$ cat src/rtl/ibex_pkg.sv
// Shared types for the parametrised multiply/divide unit.
// md_op_e is the existing operator encoding; md_param_fsm_e and
// md_mul_pass_e describe the iterative multdiv control.
package ibex_pkg;

    typedef enum logic [1:0] {
        MD_OP_MULL = 2'b00,
        MD_OP_MULH = 2'b01,
        MD_OP_DIV  = 2'b10,
        MD_OP_REM  = 2'b11
    } md_op_e;

    localparam int unsigned MD_PARAM_STATE_W = 3;

    typedef enum logic [MD_PARAM_STATE_W-1:0] {
        MD_P_IDLE     = 3'd0,
        MD_P_MUL      = 3'd1,
        MD_P_DIV_ABS  = 3'd2,
        MD_P_DIV_ITER = 3'd3,
        MD_P_DIV_SIGN = 3'd4,
        MD_P_DONE     = 3'd5
    } md_param_fsm_e;

    // Partial-product pass: operand halves fed to the kernel multiplier
    typedef enum logic [1:0] {
        MD_PASS_LL = 2'b00,
        MD_PASS_LH = 2'b01,
        MD_PASS_HL = 2'b10,
        MD_PASS_HH = 2'b11
    } md_mul_pass_e;

    function automatic logic md_is_mul(input md_op_e op);
        return (op == MD_OP_MULL) || (op == MD_OP_MULH);
    endfunction

endpackage

$ cat src/rtl/ibex_md_lzc.sv
// Parametrised leading-zero counter. lz_count is the number of zero bits
// above the most significant set bit; all_zero flags an all-zero input
// (lz_count is then WIDTH-1 and should be ignored).
module ibex_md_lzc #(
    parameter int unsigned WIDTH = 32
) (
    input  logic [WIDTH-1:0]         value,
    output logic [$clog2(WIDTH)-1:0] lz_count,
    output logic                     all_zero
);
    localparam int unsigned CW = $clog2(WIDTH);

    // Scan upward so the highest set bit determines the count
    always_comb begin
        lz_count = CW'(WIDTH - 1);
        all_zero = (value == {WIDTH{1'b0}});
        for (int i = 0; i < WIDTH; i++) begin
            if (value[i]) begin
                lz_count = CW'(WIDTH - 1 - i);
            end else begin
                lz_count = lz_count;
            end
        end
    end

endmodule

$ cat src/rtl/ibex_multdiv_param_assert.sv
// Protocol/state checker for ibex_multdiv_param.
module ibex_multdiv_param_assert
    import ibex_pkg::*;
(
    input logic                        clk,
    input logic                        rst_n,
    input logic [MD_PARAM_STATE_W-1:0] state,
    input logic                        ready,
    input logic                        valid
);

    a_state_legal: assert property (@(posedge clk) disable iff (!rst_n)
        state inside {MD_P_IDLE, MD_P_MUL, MD_P_DIV_ABS, MD_P_DIV_ITER,
                      MD_P_DIV_SIGN, MD_P_DONE});

    a_valid_single: assert property (@(posedge clk) disable iff (!rst_n)
        valid |=> !valid);

    a_ready_valid_excl: assert property (@(posedge clk) disable iff (!rst_n)
        !(ready && valid));

endmodule

$ cat src/rtl/ibex_multdiv_param.sv
// Parametrised iterative multiply/divide unit (RV32M MUL/MULH*/DIV*/REM*)
// for any even WIDTH >= 8. Multiplication uses one (WIDTH/2+1)^2 signed
// kernel over 3-4 passes; division is restoring, one bit per cycle.
// Optional build macro IBEX_MD_DIV_EARLY_EXIT_EN: start division at the
// MSB of |a| (leading-zero count) for early termination.
module ibex_multdiv_param
    import ibex_pkg::*;
#(
    parameter int unsigned WIDTH = 32
) (
    input  logic             clk_i,
    input  logic             rst_ni,
    input  logic             req_i,
    input  logic             kill_i,
    input  md_op_e           operator_i,
    input  logic [1:0]       signed_mode_i,
    input  logic [WIDTH-1:0] op_a_i,
    input  logic [WIDTH-1:0] op_b_i,
    output logic             ready_o,
    output logic             valid_o,
    output logic [WIDTH-1:0] result_o
);
    localparam int unsigned H  = WIDTH / 2;
    localparam int unsigned AW = WIDTH + 2;
    localparam int unsigned CW = $clog2(WIDTH);
    localparam logic [CW-1:0]    CNT_MAX = CW'(WIDTH - 1);
    localparam logic [WIDTH-1:0] ONE_W   = {{(WIDTH-1){1'b0}}, 1'b1};

    function automatic logic [WIDTH-1:0] neg_w(input logic [WIDTH-1:0] v);
        return ~v + ONE_W;
    endfunction

    md_param_fsm_e            state_r, state_s;
    md_op_e                   op_r;
    logic [1:0]               smode_r;
    logic [WIDTH-1:0]         a_r, b_r;
    logic signed [AW-1:0]     acc_r;
    logic [H-1:0]             lo_r;
    md_mul_pass_e             pass_r;
    logic [WIDTH-1:0]         num_r, den_r, rem_r, quo_r, result_r;
    logic [CW-1:0]            cnt_r;
    logic                     neg_q_r, neg_r_r;

    logic                     accept_s;
    logic                     sign_a_s, sign_b_s, b_zero_s;
    logic [WIDTH-1:0]         abs_a_s, abs_b_s;
    logic [H:0]               kx_s, ky_s;
    logic signed [AW-1:0]     kx_ext_s, ky_ext_s, kprod_s, mac_s;
    logic [WIDTH:0]           rem_shift_s;
    logic [WIDTH+1:0]         trial_s;
    logic                     trial_ge_s;

`ifdef IBEX_MD_DIV_EARLY_EXIT_EN
    logic [CW-1:0]            lz_cnt_s;
    logic                     a_zero_s;

    ibex_md_lzc #(.WIDTH(WIDTH)) u_lzc (
        .value    (abs_a_s),
        .lz_count (lz_cnt_s),
        .all_zero (a_zero_s)
    );
`endif

    // Operand conditioning, kernel multiplier and trial subtractor
    always_comb begin
        accept_s = (state_r == MD_P_IDLE) && req_i && !kill_i;
        sign_a_s = smode_r[0] & a_r[WIDTH-1];
        sign_b_s = smode_r[1] & b_r[WIDTH-1];
        abs_a_s  = sign_a_s ? neg_w(a_r) : a_r;
        abs_b_s  = sign_b_s ? neg_w(b_r) : b_r;
        b_zero_s = (b_r == {WIDTH{1'b0}});

        case (pass_r)
            MD_PASS_LL: begin kx_s = {1'b0, a_r[H-1:0]};             ky_s = {1'b0, b_r[H-1:0]};             end
            MD_PASS_LH: begin kx_s = {1'b0, a_r[H-1:0]};             ky_s = {sign_b_s, b_r[WIDTH-1:H]};     end
            MD_PASS_HL: begin kx_s = {sign_a_s, a_r[WIDTH-1:H]};     ky_s = {1'b0, b_r[H-1:0]};             end
            MD_PASS_HH: begin kx_s = {sign_a_s, a_r[WIDTH-1:H]};     ky_s = {sign_b_s, b_r[WIDTH-1:H]};     end
            default:    begin kx_s = {1'b0, a_r[H-1:0]};             ky_s = {1'b0, b_r[H-1:0]};             end
        endcase
        kx_ext_s = {{(AW-H-1){kx_s[H]}}, kx_s};
        ky_ext_s = {{(AW-H-1){ky_s[H]}}, ky_s};
        kprod_s  = kx_ext_s * ky_ext_s;
        mac_s    = acc_r + kprod_s;

        rem_shift_s = {rem_r, num_r[cnt_r]};
        trial_s     = {1'b0, rem_shift_s} - {2'b00, den_r};
        trial_ge_s  = ~trial_s[WIDTH+1];
    end

    // FSM state register
    always_ff @(posedge clk_i or negedge rst_ni) begin
        if (!rst_ni) begin
            state_r <= MD_P_IDLE;
        end else begin
            state_r <= state_s;
        end
    end

    // FSM next-state logic; kill_i returns to IDLE from anywhere
    always_comb begin
        state_s = state_r;
        case (state_r)
            MD_P_IDLE: begin
                if (accept_s) begin
                    state_s = md_is_mul(operator_i) ? MD_P_MUL : MD_P_DIV_ABS;
                end else begin
                    state_s = MD_P_IDLE;
                end
            end
            MD_P_MUL: begin
                if ((pass_r == MD_PASS_HH) ||
                    ((pass_r == MD_PASS_HL) && (op_r == MD_OP_MULL))) begin
                    state_s = MD_P_DONE;
                end else begin
                    state_s = MD_P_MUL;
                end
            end
            MD_P_DIV_ABS: begin
                if (b_zero_s) begin
                    state_s = MD_P_DONE;
`ifdef IBEX_MD_DIV_EARLY_EXIT_EN
                end else if (a_zero_s) begin
                    state_s = MD_P_DIV_SIGN;
`endif
                end else begin
                    state_s = MD_P_DIV_ITER;
                end
            end
            MD_P_DIV_ITER: begin
                if (cnt_r == {CW{1'b0}}) begin
                    state_s = MD_P_DIV_SIGN;
                end else begin
                    state_s = MD_P_DIV_ITER;
                end
            end
            MD_P_DIV_SIGN: state_s = MD_P_DONE;
            MD_P_DONE:     state_s = MD_P_IDLE;
            default:       state_s = MD_P_IDLE;
        endcase
        if (kill_i) begin
            state_s = MD_P_IDLE;
        end else begin
            state_s = state_s;
        end
    end

    // FSM outputs: decode of the state register, valid suppressed by kill
    always_comb begin
        ready_o  = (state_r == MD_P_IDLE);
        valid_o  = (state_r == MD_P_DONE) && !kill_i;
        result_o = result_r;
    end

    // Datapath registers: operand capture, multiply passes, division steps
    always_ff @(posedge clk_i or negedge rst_ni) begin
        if (!rst_ni) begin
            op_r     <= MD_OP_MULL;
            smode_r  <= 2'b00;
            a_r      <= {WIDTH{1'b0}};
            b_r      <= {WIDTH{1'b0}};
            acc_r    <= {AW{1'b0}};
            lo_r     <= {H{1'b0}};
            pass_r   <= MD_PASS_LL;
            num_r    <= {WIDTH{1'b0}};
            den_r    <= {WIDTH{1'b0}};
            rem_r    <= {WIDTH{1'b0}};
            quo_r    <= {WIDTH{1'b0}};
            cnt_r    <= {CW{1'b0}};
            neg_q_r  <= 1'b0;
            neg_r_r  <= 1'b0;
            result_r <= {WIDTH{1'b0}};
        end else begin
            case (state_r)
                MD_P_IDLE: begin
                    if (accept_s) begin
                        op_r    <= operator_i;
                        smode_r <= signed_mode_i;
                        a_r     <= op_a_i;
                        b_r     <= op_b_i;
                        acc_r   <= {AW{1'b0}};
                        pass_r  <= MD_PASS_LL;
                    end
                end
                MD_P_MUL: begin
                    case (pass_r)
                        MD_PASS_LL: begin
                            acc_r  <= mac_s >>> H;
                            lo_r   <= mac_s[H-1:0];
                            pass_r <= MD_PASS_LH;
                        end
                        MD_PASS_LH: begin
                            acc_r  <= mac_s;
                            pass_r <= MD_PASS_HL;
                        end
                        MD_PASS_HL: begin
                            acc_r  <= mac_s >>> H;
                            pass_r <= MD_PASS_HH;
                            if (op_r == MD_OP_MULL) begin
                                result_r <= {mac_s[H-1:0], lo_r};
                            end
                        end
                        MD_PASS_HH: begin
                            result_r <= mac_s[WIDTH-1:0];
                            pass_r   <= MD_PASS_LL;
                        end
                        default: pass_r <= MD_PASS_LL;
                    endcase
                end
                MD_P_DIV_ABS: begin
                    num_r   <= abs_a_s;
                    den_r   <= abs_b_s;
                    rem_r   <= {WIDTH{1'b0}};
                    quo_r   <= {WIDTH{1'b0}};
                    neg_q_r <= sign_a_s ^ sign_b_s;
                    neg_r_r <= sign_a_s;
`ifdef IBEX_MD_DIV_EARLY_EXIT_EN
                    cnt_r   <= CNT_MAX - lz_cnt_s;
`else
                    cnt_r   <= CNT_MAX;
`endif
                    if (b_zero_s) begin
                        result_r <= (op_r == MD_OP_DIV) ? {WIDTH{1'b1}} : a_r;
                    end
                end
                MD_P_DIV_ITER: begin
                    if (trial_ge_s) begin
                        rem_r        <= trial_s[WIDTH-1:0];
                        quo_r[cnt_r] <= 1'b1;
                    end else begin
                        rem_r <= rem_shift_s[WIDTH-1:0];
                    end
                    cnt_r <= cnt_r - {{(CW-1){1'b0}}, 1'b1};
                end
                MD_P_DIV_SIGN: begin
                    if (op_r == MD_OP_DIV) begin
                        result_r <= neg_q_r ? neg_w(quo_r) : quo_r;
                    end else begin
                        result_r <= neg_r_r ? neg_w(rem_r) : rem_r;
                    end
                end
                default: begin
                end
            endcase
        end
    end

    ibex_multdiv_param_assert u_assert (
        .clk   (clk_i),
        .rst_n (rst_ni),
        .state (state_r),
        .ready (ready_o),
        .valid (valid_o)
    );

endmodule

$ cat config.mk
export PLATFORM = sky130hd
export DESIGN_NAME = ibex_multdiv_param
export DESIGN_NICKNAME = d
export VERILOG_FILES = /design/src/rtl/ibex_pkg.sv /design/src/rtl/ibex_md_lzc.sv /design/src/rtl/ibex_multdiv_param_assert.sv /design/src/rtl/ibex_multdiv_param.sv
export SDC_FILE = /design/constraint.sdc
export NUM_CORES = 2
export LEC_CHECK = 0
export ABC_AREA = 1
export BUFFER_PORTS_ARGS = -buffer_cell sky130_fd_sc_hd__buf_2
export CORE_ASPECT_RATIO = 0.7
export CORE_UTILIZATION = 40
export CTS_BUF_LIST = sky130_fd_sc_hd__clkbuf_8
export CTS_CLUSTER_DIAMETER = 60
export DETAILED_ROUTE_END_ITERATION = 12
export PLACE_DENSITY_LB_ADDON = 0.08
export SYNTH_ARGS = -nofsm -noshare
export SYNTH_HDL_FRONTEND = slang
export SYNTH_SLANG_ARGS = --single-unit
$ cat constraint.sdc
create_clock -name clk_i -period 11.94 [get_ports clk_i]
set_clock_uncertainty 0.05 [all_clocks]
set_input_delay 2.388 -clock clk_i [delete_from_list [all_inputs] [get_ports clk_i]]
set_output_delay 2.388 -clock clk_i [all_outputs]
set_load 0.05 [all_outputs]
Word level (Yosys, flattened, before mapping) --
Cells that the tools add are included.
Storage, ports and cells: register bits 290, input bits 72, output and inout bits 34, logic and storage cells 111
Operators by class: $add $sub $neg 7, multipliers 1, magnitude comparators 2, equal/unequal tests 16, mux-type cells 34, bitwise logic cells 8, reductions and logical operators 27
Operators by type and width (count):
- two-way mux 32 bit | 10
- one-hot mux 32 bit (2 select lines) | 3
- one-hot mux 34 bit (2 select lines) | 2
- adder 32 x 1 -> 32 bit, second input constant | 4
- NOT 32 bit | 4
- one-hot mux 32 bit (3 select lines) | 1
- one-hot mux 17 bit (2 select lines) | 2
- adder 34 bit | 1
- multiplier 17 x 17 -> 34 bit | 1
- two-way mux 34 bit | 1
- subtractor 33 x 32 -> 34 bit | 1
- logical NOT 32 bit | 1
- bitwise OR 32 bit | 1
- one-hot mux 3 bit (5 select lines) | 1
- two-way mux 3 bit | 4
- one-hot mux 5 bit (2 select lines) | 1
- one-hot mux 2 bit (4 select lines) | 1
- AND reduction 2 bit | 4
- OR reduction 2 bit | 4
- == test 2 bit, second input constant | 3
- == test 3 x 2 -> 1 bit, second input constant | 2
- == test 3 bit, second input constant | 2
- logical NOT 2 bit | 3
- < comparator 5 x 6 -> 1 bit, second input constant | 1
- other kinds (24) | 37

Depth between registers and ports, before layout --
depth after elaboration 8, mapped depth 37, mapped depth without buffers 35

Least setup slack after synthesis --
Ideal clock, no wire load.
path type reg2reg, from register pass_r[1], to register acc_r[29], library setup time 117 ps, data arrival time 6921 ps, data required time 11773 ps, slack 4852 ps, cell stages (with the launch flop) 33, path buffers 2, period minus slack after synthesis 7088 ps, path through dfrtp_1 inv_1 ha_1 nor2_1 clkbuf_1 nand2_1 o21ai_0 inv_1 nor2_1 inv_1 fa_1 fa_1 inv_1 fa_1 inv_1 fa_1 inv_1 fa_1 fa_1 ha_1 nand2_1 nor2_1 and2_1 nand2_1 nand3_1 nand2_1 nand2_1 nand3_1 nand2_1 nand2_2 buf_6 nand3_1 nand2_1
On the way: longest elaborated chain between the ends 7, elaborated cells between the ends (all ways) 16
RTL lines:
- start: declaration | line ibex_multdiv_param.sv:39 | md_mul_pass_e pass_r;
- start signal: assignment | line ibex_multdiv_param.sv:163 | pass_r <= MD_PASS_LL;
- start signal: assignment | line ibex_multdiv_param.sv:181 | pass_r <= MD_PASS_LL;
- start signal: assignment | line ibex_multdiv_param.sv:189 | pass_r <= MD_PASS_LH;
- == test 2 bit, or another cell as far along | line ibex_multdiv_param.sv:73 | case (pass_r)
- OR reduction 2 bit (no source line)
- one-hot mux 17 bit (2 select lines) | line ibex_multdiv_param.sv:73
- multiplier 17 x 17 -> 34 bit | line ibex_multdiv_param.sv:82 | kprod_s = kx_ext_s * ky_ext_s;
- adder 34 bit | line ibex_multdiv_param.sv:83 | mac_s = acc_r + kprod_s;
- one-hot mux 34 bit (2 select lines) | line ibex_multdiv_param.sv:185 | case (pass_r)
- one-hot mux 34 bit (2 select lines) | line ibex_multdiv_param.sv:173 | case (state_r)
- end signal: assignment | line ibex_multdiv_param.sv:180 | acc_r <= {AW{1'b0}};
- end signal: assignment | line ibex_multdiv_param.sv:187 | acc_r <= mac_s >>> H;
- end signal: assignment | line ibex_multdiv_param.sv:192 | acc_r <= mac_s;
- end: declaration | line ibex_multdiv_param.sv:37 | logic signed [AW-1:0] acc_r;
Parallel ways exist; a longest one is shown, timed or not. The select of a mux whose other input is x is not followed. A chain may end at the register's enable or synchronous reset.

Worst setup path in the final report --
from register pass_r[1], to register acc_r[17]
Same word-level chain as after synthesis.

==> impl_metrics.yaml <==
outcome:
  outcome: "finished, final reports clean"
setup_path:
  endpoint_kind: "register"
  cp_max_fo: 49
  crit_start: "pass_r[1]"
  crit_slowest_cell: "xnor2_1"
  slowest_delay_ns: 0.74
  crit_arrival_ns: 9.67
  cp_common_cell: "inv_1"
  required_ns: 12.40
  rr_startpoint: "pass_r[1]"
  rrSetupSlack_ns: 2.72
  cp_num_buf_inv: 9
  critPathLaunchType: "register"
  crit_type: "register to register"
  path_delay_family: "adder cells"
detailed_routing:
  wl_per_cell_um: 22.2
  drcViolationCount: 0
  num_vias: 30500
  viasPerCell: 5.31
  first_pass_iters: 6
  finalWirelength_mm: 128
  first_iter_violations: 3437
  ant_nets: 0
timing:
  relSlewSlack_pct: 12.2
  hold_ws_ns: 0.426
  hold_viol_final: 0
  max_freq_ghz: 0.108
  final_max_slew_viol_count: 0
  setup_viol: 0
  finalSetupTns_ns: 0
  rsz0062_at_grt: "false"
  worst_slew_pin_slew_ns: 1.31
  timing.final.crit_share_pct: 77.2
  period_minus_slack_ns: 9.22
clocking:
  clock_latency_ns: 0.67
  htreeDepth: 2
  clk_pin_slew_ns: 0.07
  tritoncts: "yes"
  post-cts-setup-buffers: 0
  hold_buffers: 0
  cts.path.max_buffers: 3
  clock-root-buffer: "clkbuf_8"
  numCtsBuffers: 49
  cts_resized: 0
  cts_sinks: 290
synthesis:
  synth_top_cell_by_area: "dfrtp_1"
  synth-simple-area-share_pct: 27.9
  syn_inst: 4583
  syn-num-nets: 5143
  synth_adder_area_share_pct: 26.5
  synth_top_family_by_area: "simple AND/OR/NAND/NOR gates"
  synth_edf_count: 0
  synthMuxAreaShare_pct: 0
  synth_seq_cells: 290
  synth_xor_area_share_pct: 1.91
  synth_area_mm2: 0.0326
  ys_seq_area_share_pct: 22.2
  synth-compound-area-share_pct: 9.68
  synth_cell_types: 55
  synthTopCellsByArea: "dfrtp_1 (22%), fa_1 (21%), nand2_1 (13%), inv_1 (9.4%), nor2_1 (5.9%)"
  netlist_top_cells_count: "nand2_1 (1130), inv_1 (817), nor2_1 (511), nand3_1 (366), fa_1 (340)"
  yosysWarnings: 0
  synth-async-reset-ratio_pct: 100
  ys.flop_type: "dfrtp_1"
  yosys.cell_count.top_type: "nand2_1"
  syn_avg_cell_area_um2: 7.12
  netlist.area_leader.share_pct: 22.2
min_path:
  min_from: "num_r[16]"
  min_path_type: "register to register"
floorplan:
  die_height_um: 241
  die_x_um: 343
  fp.coreArea_mm2: 0.0807
  rows: 87
  die_area_mm2: 0.0827
  start_util_pct: 40.4
  pin_count: 106
grt:
  antenna_found_initial: 6
  grt_pass1_vias: 28200
  grt-ovfl-total: 0
  grt_pass1_wl_mm: 188
  grt_start_max_net_pins: 97
  track_usage_pct: 31.2
run:
  max_cap_violations: 0
placement:
  hpwl_mm: 105
  portBuffers: 105
  gp_congestion: 1.01
layout:
  syn_to_final_growth_pct: 8.28
  drive_above_1_share_pct: 6.62
  nets: 5203
[worst paths after layout]
check                                  to  cells past startpoint
worst max-delay path            acc_r[17]                     28
worst min-delay path            num_r[16]                      2
worst max register to register  acc_r[17]                     28
worst min register to register  num_r[16]                      2
max in group asynchronous       acc_r[31]                      3
min in group asynchronous       quo_r[29]                      1
[state kept, by name, indices dropped and copies added, names as in the netlist, 5 cells and up]
| name | flops |
|---|---|
| den_r | 32 |
| b_r | 32 |
| cnt_r | 5 |
| rem_r | 32 |
| result_o | 32 |
| acc_r | 34 |
| a_r | 32 |
| quo_r | 32 |
| num_r | 32 |
| lo_r | 16 |
[worst min-delay path, cell delays in order (launching register included)]
cell and delay [ns]:
dfrtp_1 0.34, nand2_1 0.05, o31ai_1 0.05
[cell type report]
| cell class | instances | area (um2) |
|---|---|---|
| Clock buffer | 62 | 853 |
| Clock inverter | 28 | 231 |
| Tap cell | 1068 | 1340 |
| Inverter | 839 | 3150 |
| Timing Repair Buffer | 158 | 933 |
| Fill cell | 8609 | 45300 |
| Sequential cell | 290 | 7260 |
| Multi-Input combinational cell | 3305 | 21600 |
| Antenna cell | 2 | 5.00 |
[per-stage QoR]
step | instance area [um2] | utilization [%] | std cells | worst slack (ns)
after floorplan | 32600 | - | 4583 | 4.85
after global placement | 34200 | 42.4 | 5660 | 3.16
after detailed placement | 34200 | 42.4 | 5660 | 2.94
after CTS | 35300 | 43.8 | 5750 | 2.93
after global routing | 35300 | 43.8 | 5751 | 2.13
final | 35300 | 43.8 | 5752 | 2.72
[cells by family after synthesis]
| group | after synthesis |
|---|---|
| adder cells (fa/ha/maj) | 488 |
| AO/OA/AOI/OAI | 572 |
| buffers and inverters | 988 |
| flip-flops | 290 |
| AND/OR/NAND/NOR | 2174 |
| XOR/XNOR | 71 |
[cell usage in the layout, fill, tap and decap left out, types with 4 or more instances in the layout]
cell type,Yosys,routed
nand4_1,55,55
a31oi_1,4,4
a22oi_1,5,5
o21ai_1,42,47
ha_1,148,147
o211ai_1,37,37
xnor2_1,23,23
clkinv_2,0,7
buf_2,27,104
o21ai_0,307,301
o21bai_1,14,14
xor2_1,48,48
o31ai_1,6,6
a21oi_2,5,5
nor2_1,511,506
nor2_2,8,11
inv_1,817,830
fa_1,340,340
nand2_2,8,8
nor4_1,8,8
nor2_4,3,5
inv_2,14,13
bufinv_16,0,4
a21oi_1,120,120
nor3_1,36,36
nand2_1,1130,1130
or2_2,11,11
a41oi_1,8,8
or2_1,5,5
dfrtp_1,290,290
clkbuf_8,0,62
nand3b_1,11,11
buf_4,6,53
o21ai_2,8,9
clkinv_1,8,8
and2_1,8,8
nand3_1,366,366
[per-layer routing]
metal / vias to the layer above / wire length [um] / GRT usage, %
li1: 14400 / - / -
met1: 14700 / 63600 / 50.0
met2: 1345 / 44700 / 37.2
met3: 103 / 17600 / 13.5
met4: 2 / 1720 / 4.61
met5: - / 164 / 1.39
Power is left out: the tool's default activity adds up to more than one toggle a clock period on the data nets, which glitch-free logic cannot reach.
